$ cat src/rtl/apb_master_arbiter_if.sv
// rtl/apb_master_arbiter_if.sv - APB4 bus bundle between apb_master_arbiter and its slave
interface apb_master_arbiter_if #(
  parameter int PADDR_SIZE = 16,
  parameter int PDATA_SIZE = 32
);
  logic                    PSEL;
  logic                    PENABLE;
  logic                    PWRITE;
  logic [PADDR_SIZE-1:0]   PADDR;
  logic [PDATA_SIZE/8-1:0] PSTRB;
  logic [PDATA_SIZE-1:0]   PWDATA;
  logic [PDATA_SIZE-1:0]   PRDATA;
  logic                    PREADY;
  logic                    PSLVERR;

  modport master (
    output PSEL, PENABLE, PWRITE, PADDR, PSTRB, PWDATA,
    input  PRDATA, PREADY, PSLVERR
  );

  modport slave (
    input  PSEL, PENABLE, PWRITE, PADDR, PSTRB, PWDATA,
    output PRDATA, PREADY, PSLVERR
  );
endinterface

$ cat src/rtl/apb_master_arbiter.sv
// rtl/apb_master_arbiter.sv - round-robin arbiter sharing one APB4 master port; APB_TIMEOUT_EN adds an ACCESS wait abort
module apb_master_arbiter #(
  parameter int PADDR_SIZE = 16,
  parameter int PDATA_SIZE = 32,
  parameter int REQUESTERS = 2,
  parameter int TIMEOUT    = 255
) (
  input  logic                               PCLK,
  input  logic                               PRESET,
  input  logic [REQUESTERS-1:0]              req,
  input  logic [REQUESTERS*PADDR_SIZE-1:0]   req_addr,
  input  logic [REQUESTERS-1:0]              req_write,
  input  logic [REQUESTERS*PDATA_SIZE/8-1:0] req_strb,
  input  logic [REQUESTERS*PDATA_SIZE-1:0]   req_wdata,
  output logic [REQUESTERS-1:0]              gnt,
  output logic [REQUESTERS-1:0]              done,
  output logic [PDATA_SIZE-1:0]              rdata,
  output logic                               err,
  output logic                               busy,
  apb_master_arbiter_if.master               apb
);
  localparam int SW = PDATA_SIZE / 8;
  localparam int LW = (REQUESTERS > 1) ? $clog2(REQUESTERS) : 1;

  localparam logic [1:0] ST_IDLE   = 2'd0;
  localparam logic [1:0] ST_SETUP  = 2'd1;
  localparam logic [1:0] ST_ACCESS = 2'd2;
  localparam logic [1:0] ST_DONE   = 2'd3;

  logic [1:0]            state;
  logic [LW-1:0]         last;
  logic [LW-1:0]         win;
  logic [LW-1:0]         cand;
  logic                  found;
  logic [PADDR_SIZE-1:0] sel_addr;
  logic                  sel_write;
  logic [SW-1:0]         sel_strb;
  logic [PDATA_SIZE-1:0] sel_wdata;
  logic                  tmo_hit;

  // Search starts just above the last winner and wraps, so the pointer alone sets priority.
  always_comb begin
    win   = last;
    found = 1'b0;
    cand  = last;
    for (int k = 0; k < REQUESTERS; k++) begin
      cand = (cand == LW'(REQUESTERS - 1)) ? '0 : cand + LW'(1);
      if (!found && req[cand]) begin
        found = 1'b1;
        win   = cand;
      end
    end
  end

  assign sel_addr  = req_addr[int'(win) * PADDR_SIZE +: PADDR_SIZE];
  assign sel_write = req_write[win];
  assign sel_strb  = req_strb[int'(win) * SW +: SW];
  assign sel_wdata = req_wdata[int'(win) * PDATA_SIZE +: PDATA_SIZE];

`ifdef APB_TIMEOUT_EN
  localparam int TW = ($clog2(TIMEOUT + 1) > 8) ? $clog2(TIMEOUT + 1) : 8;

  logic [TW-1:0] tmo_cnt;

  // Hit when this PREADY-low cycle is the TIMEOUT-th one spent in ACCESS.
  assign tmo_hit = (state == ST_ACCESS) && !apb.PREADY && (tmo_cnt == TW'(TIMEOUT - 1));

  always_ff @(posedge PCLK) begin
    if (PRESET || state != ST_ACCESS) begin
      tmo_cnt <= '0;
    end else if (!apb.PREADY) begin
      tmo_cnt <= tmo_cnt + TW'(1);
    end
  end
`else
  logic unused_timeout;

  assign tmo_hit        = 1'b0;
  assign unused_timeout = ^TIMEOUT;
`endif

  always_ff @(posedge PCLK) begin
    if (PRESET) begin
      state       <= ST_IDLE;
      last        <= LW'(REQUESTERS - 1);
      gnt         <= '0;
      done        <= '0;
      rdata       <= '0;
      err         <= 1'b0;
      busy        <= 1'b0;
      apb.PSEL    <= 1'b0;
      apb.PENABLE <= 1'b0;
      apb.PWRITE  <= 1'b0;
      apb.PADDR   <= '0;
      apb.PSTRB   <= '0;
      apb.PWDATA  <= '0;
    end else begin
      case (state)
        ST_IDLE: begin
          if (found) begin
            apb.PSEL    <= 1'b1;
            apb.PENABLE <= 1'b0;
            apb.PADDR   <= sel_addr;
            apb.PWRITE  <= sel_write;
            apb.PSTRB   <= sel_write ? sel_strb : '0;
            apb.PWDATA  <= sel_write ? sel_wdata : '0;
            gnt         <= REQUESTERS'(1) << win;
            busy        <= 1'b1;
            last        <= win;
            state       <= ST_SETUP;
          end
        end
        ST_SETUP: begin
          apb.PENABLE <= 1'b1;
          gnt         <= '0;
          state       <= ST_ACCESS;
        end
        ST_ACCESS: begin
          // A ready slave wins over a timeout landing on the same cycle.
          if (apb.PREADY || tmo_hit) begin
            apb.PSEL    <= 1'b0;
            apb.PENABLE <= 1'b0;
            apb.PWRITE  <= 1'b0;
            apb.PADDR   <= '0;
            apb.PSTRB   <= '0;
            apb.PWDATA  <= '0;
            busy        <= 1'b0;
            done        <= REQUESTERS'(1) << last;
            err         <= apb.PREADY ? apb.PSLVERR : 1'b1;
            rdata       <= (apb.PREADY && !apb.PWRITE) ? apb.PRDATA : '0;
            state       <= ST_DONE;
          end
        end
        ST_DONE: begin
          done  <= '0;
          err   <= 1'b0;
          rdata <= '0;
          state <= ST_IDLE;
        end
        default: state <= ST_IDLE;
      endcase
    end
  end
endmodule

$ cat src/flat_wrapper.sv
// flat-port wrapper written by rule: the top's interface ports become plain ports
module apb_master_arbiter_flat 
#(
  parameter int PADDR_SIZE = 16,
  parameter int PDATA_SIZE = 32,
  parameter int REQUESTERS = 2,
  parameter int TIMEOUT    = 255
)
  (PCLK, PRESET, req, req_addr, req_write, req_strb, req_wdata, gnt, done, rdata, err, busy, apb_PSEL, apb_PENABLE, apb_PWRITE, apb_PADDR, apb_PSTRB, apb_PWDATA, apb_PRDATA, apb_PREADY, apb_PSLVERR);
  apb_master_arbiter_if #(.PADDR_SIZE(PADDR_SIZE), .PDATA_SIZE(PDATA_SIZE)) apb_i ();
  input  logic PCLK;
  input  logic PRESET;
  input  logic [REQUESTERS-1:0] req;
  input  logic [REQUESTERS*PADDR_SIZE-1:0] req_addr;
  input  logic [REQUESTERS-1:0] req_write;
  input  logic [REQUESTERS*PDATA_SIZE/8-1:0] req_strb;
  input  logic [REQUESTERS*PDATA_SIZE-1:0] req_wdata;
  output logic [REQUESTERS-1:0] gnt;
  output logic [REQUESTERS-1:0] done;
  output logic [PDATA_SIZE-1:0] rdata;
  output logic err;
  output logic busy;
  output wire logic [$bits(apb_i.PSEL)-1:0] apb_PSEL;
  output wire logic [$bits(apb_i.PENABLE)-1:0] apb_PENABLE;
  output wire logic [$bits(apb_i.PWRITE)-1:0] apb_PWRITE;
  output wire logic [$bits(apb_i.PADDR)-1:0] apb_PADDR;
  output wire logic [$bits(apb_i.PSTRB)-1:0] apb_PSTRB;
  output wire logic [$bits(apb_i.PWDATA)-1:0] apb_PWDATA;
  input wire logic [$bits(apb_i.PRDATA)-1:0] apb_PRDATA;
  input wire logic [$bits(apb_i.PREADY)-1:0] apb_PREADY;
  input wire logic [$bits(apb_i.PSLVERR)-1:0] apb_PSLVERR;
  assign apb_PSEL = apb_i.PSEL;
  assign apb_PENABLE = apb_i.PENABLE;
  assign apb_PWRITE = apb_i.PWRITE;
  assign apb_PADDR = apb_i.PADDR;
  assign apb_PSTRB = apb_i.PSTRB;
  assign apb_PWDATA = apb_i.PWDATA;
  assign apb_i.PRDATA = apb_PRDATA;
  assign apb_i.PREADY = apb_PREADY;
  assign apb_i.PSLVERR = apb_PSLVERR;
  apb_master_arbiter #(.PADDR_SIZE(PADDR_SIZE), .PDATA_SIZE(PDATA_SIZE), .REQUESTERS(REQUESTERS), .TIMEOUT(TIMEOUT)) u_core (.PCLK(PCLK), .PRESET(PRESET), .req(req), .req_addr(req_addr), .req_write(req_write), .req_strb(req_strb), .req_wdata(req_wdata), .gnt(gnt), .done(done), .rdata(rdata), .err(err), .busy(busy), .apb(apb_i));
endmodule
$ cat config.mk
export PLATFORM = sky130hd
export DESIGN_NAME = apb_master_arbiter_flat
export DESIGN_NICKNAME = d
export VERILOG_FILES = /design/src/rtl/apb_master_arbiter_if.sv /design/src/rtl/apb_master_arbiter.sv /design/src/flat_wrapper.sv
export SDC_FILE = /design/constraint.sdc
export NUM_CORES = 1
export LEC_CHECK = 0
export CAP_MARGIN = 20
export CORE_MARGIN = 5
export CORE_UTILIZATION = 41
export CTS_BUF_LIST = sky130_fd_sc_hd__clkbuf_2 sky130_fd_sc_hd__clkbuf_4 sky130_fd_sc_hd__clkbuf_8
export DETAILED_ROUTE_END_ITERATION = 10
export GPL_TIMING_DRIVEN = 0
export PLACE_DENSITY = 0.83
export SLEW_MARGIN = 20
export SYNTH_ARGS = -nofsm -noshare
export SYNTH_HDL_FRONTEND = slang
export SYNTH_SLANG_ARGS = --single-unit
$ cat constraint.sdc
create_clock -name PCLK -period 2.25 [get_ports PCLK]
set_input_delay 0.5625 -clock PCLK [delete_from_list [all_inputs] [get_ports PCLK]]
set_output_delay 0.5625 -clock PCLK [all_outputs]
set_load 0.005 [all_outputs]
==> results of run 1 <==
## worst max-delay path by stage
stage,from,endpoint,slack (ns)
detailed placement,req[0],u_core.apb.PADDR[12],-0.19
floorplan,u_core.state[0],u_core.apb.PSTRB[0],0.55
finish,req[0],u_core.apb.PADDR[12],0.21
global placement,req[0],u_core.apb.PADDR[12],-0.12
global route,u_core.state[0],u_core.apb.PWDATA[12],0.10
CTS,req[0],u_core.apb.PADDR[12],0.21
## cell families after synthesis
group	count (synthesis)
AOI/OAI and AO/OA	136
muxes	18
and+or+nand+nor	103
DFF	95
adders and majority gates	5
buffers and inverters	49
## layout by cell type (no fill, tap or decap), types with 15 or more instances in the layout
cell             count
clkdlybuf4s50_1    234
dfxtp_1             95
o2bb2ai_2           50
nor2_1              43
a31oi_1             37
nor4b_1             36
a22oi_1             32
mux2i_1             18
buf_2               16
buf_6               15
## layout make-up
type,count,share of cell area
plain buffers,46,0.0453
clock buffers,12,0.0228
clock inverters,3,0.00899
inverters,3,0.00156
multi-input cells,262,0.310
flip-flops and latches,95,0.263
well taps,140,0.0242
repair buffers,234,0.324
## power groups by stage
stage	sequential (mW)	combinational [mW]	clock, mW
3_5_place_dp	2.39	3.06	0
5_1_grt	2.41	3.26	1.40
4_1_cts	2.36	3.07	1.33
2_1_floorplan	2.40	1.63	0
6_report	2.36	3.04	1.29
3_3_place_gp	2.37	3.00	0
## sequential cells by signal, indices dropped and copies added, names as in the netlist
signal,flops
u_core.apb.PSTRB,4
u_core.apb.PADDR,16
u_core.done,2
u_core.apb.PENABLE,1
u_core.apb.PSEL,1
u_core.apb.PWRITE,1
u_core.apb.PWDATA,32
u_core.rdata,32
u_core.gnt,2
u_core.last,1
u_core.state,2
u_core.err,1
## critical path, delay by kind of cell
family / cells / cell delay [ns]
buf+inv: 2 / 0.98
mux: 1 / 0.31
compound gates: 2 / 0.26
simple gates: 1 / 0.17
## routing by layer
layer,track usage,vias to the layer above,share of wire
li1,-,2046,-
met1,0.237,1992,0.38
met2,0.369,192,0.49
met3,0.0893,19,0.11
met4,0.0744,0,0.016
met5,0,-,0
## metrics by stage
| stage | setup TNS [ns] | utilization | hold slack (ns) |
|---|---|---|---|
| floorplan | 0 | - | 0.448 |
| global placement | -1.24 | 0.649 | 0.446 |
| detailed placement | -2.51 | 0.649 | 0.454 |
| CTS | 0 | 0.670 | 0.466 |
| global route | 0 | 0.670 | 0.484 |
| finish | 0 | 0.670 | 0.460 |
==> results.cfg, run 1 <==
[detailed_routing]
first_iter_violations = 220
post_drt_wl_per_cell_um = 18.2
route.detailed.drc = 0
ant_nets = 0
viasPerCell = 5.34
vias = 4249
dr.pass1.iters = 4
totalWireLength_um = 14500

[synth]
synth-edff-count = 0
synth_nets = 555
synth.most_common_cell = dfxtp_1
yosys_warnings = 0
synth-compound-area-share = 0.299
yosys.area_share.simple = 0.147
async_reset_ff_frac = 0
synth_area_leader_cell = dfxtp_1
postSynthCellCount = 406
ys_ff_latch = 95
syn_avg_cell_area_um2 = 11.1
synthMuxAreaShare = 0.0402
dominantRegCellSynth = dfxtp_1
netlist_top_cells_area = dfxtp_1 (42%), o2bb2ai_2 (17%), nor4b_1 (7.0%), a22oi_1 (5.4%), a31oi_1 (5.2%)
synth_xor_xnor_area_share = 0
synth_commonest_cells = dfxtp_1 (95), o2bb2ai_2 (50), nor2_1 (43), a31oi_1 (37), nor4b_1 (36)
ys_seq_area_frac = 0.424
synth_top_family_by_area = compound AO/OA/AOI/OAI gates
synthAdderAreaFrac = 0.0139
synth_cell_types = 37
synthesis.area_um2 = 4490
synth_top_area_frac = 0.424

[die]
die_w_um = 115
io_pins = 237
dieArea_um2 = 13100
dieHeight_um = 115
num_rows = 38
initial_core_util = 0.416
coreArea_um2 = 10800

[placement]
dp_cells = 780
placed_area_um2 = 7000
io_buffers = 234
routabilityCongestion = 0.870
dp_hpwl_um = 11700
pre_cts_ws_ns = -0.189

[worst_setup_path]
rrSetupSlack_ns = 0.28
cp-start-kind = input pin
cpPeakStageDelay_ns = 0.64
end_kind = register
crit_fanout = 10
r2r_start = u_core.state[0]
cp.arrival_ns = 2.29
r2r_end = u_core.apb.PWDATA[26]
crit_path_cell_trace = clkdlybuf4s50_1 -> nand2_1 -> o21ai_4 -> buf_2 -> mux2i_1 -> o2bb2ai_2
crit_required_ns = 2.50
slowest_stage = clkdlybuf4s50_1
rr_worst_depth = 9
crit_type = input pin to register

[clock_network]
post-cts-setup-buffers = 0
cts_inserted_buffers = 9
cts_root_buf = clkbuf_8
htree_levels = 3
clock_latency_ns = 0.36
hold_buffers = 0
cts_tree = built
cts_resized = 0
cts.path.max_buffers = 2
path_clk_slew_ns = 0.09
clkSinkCount = 95

[power]
leakage_nw = 2.56
vdd_drop_max_uv = 512
power_mw = 6.69
combinationalPowerShare = 0.454
p_switching_mw = 2.28
internal-power_mw = 4.41
pwr-share-clk = 0.193
seq_power_share = 0.353
p_per_area_nw_per_um2 = 924
swShare = 0.340

[sta]
setup_violations = 0
worstMarginPinSlew_ns = 0.534
timing.fmax_ghz = 0.491
post-route-period-util = 0.905
fin_crit_ns = 2.04
rsz0062_at_grt = false
drv_slew = 0
final.setup_skew_ns = 0.00441
hold_viol = 0
slew_headroom = 0.644
fin_ws_ns = 0.214

[global_route]
grt_use_total = 0.214
grt-ovfl-total = 0
grt_pass1_wl_um = 22300
grt_pass1_vias = 4347
antenna_found_initial = 0
grt_max_degree = 15

[finish]
antenna_cells = 0
stdcell_area_um2 = 7230
regArea_um2 = 1900
fin_cells = 795
fin_nets = 800
layout-drive-gt1-share = 0.171
fillers = 840
area_growth_syn_to_layout_pct = 61.2
multi_input_area_um2 = 2250

[worst_hold_path]
hold_class = register to register
min_to = u_core.err
holdPathStages = 2
hp-start = u_core.err

[run_status]
status = completed

[run]
maxCapViolations = 0
Power figures use the tool's default switching activity.
==> inputs of run 2 (changes only) <==
--- a/config.mk
+++ b/config.mk
@@ -8,7 +8,7 @@
 export CAP_MARGIN = 20
 export CORE_MARGIN = 5
 export CORE_UTILIZATION = 41
-export CTS_BUF_LIST = sky130_fd_sc_hd__clkbuf_2 sky130_fd_sc_hd__clkbuf_4 sky130_fd_sc_hd__clkbuf_8
+export CTS_BUF_LIST = sky130_fd_sc_hd__clkbuf_8
 export DETAILED_ROUTE_END_ITERATION = 10
 export GPL_TIMING_DRIVEN = 0
 export PLACE_DENSITY = 0.83
==> results of run 2 <==
No change in the layout: final DEF, timing and power equal those of run 1.
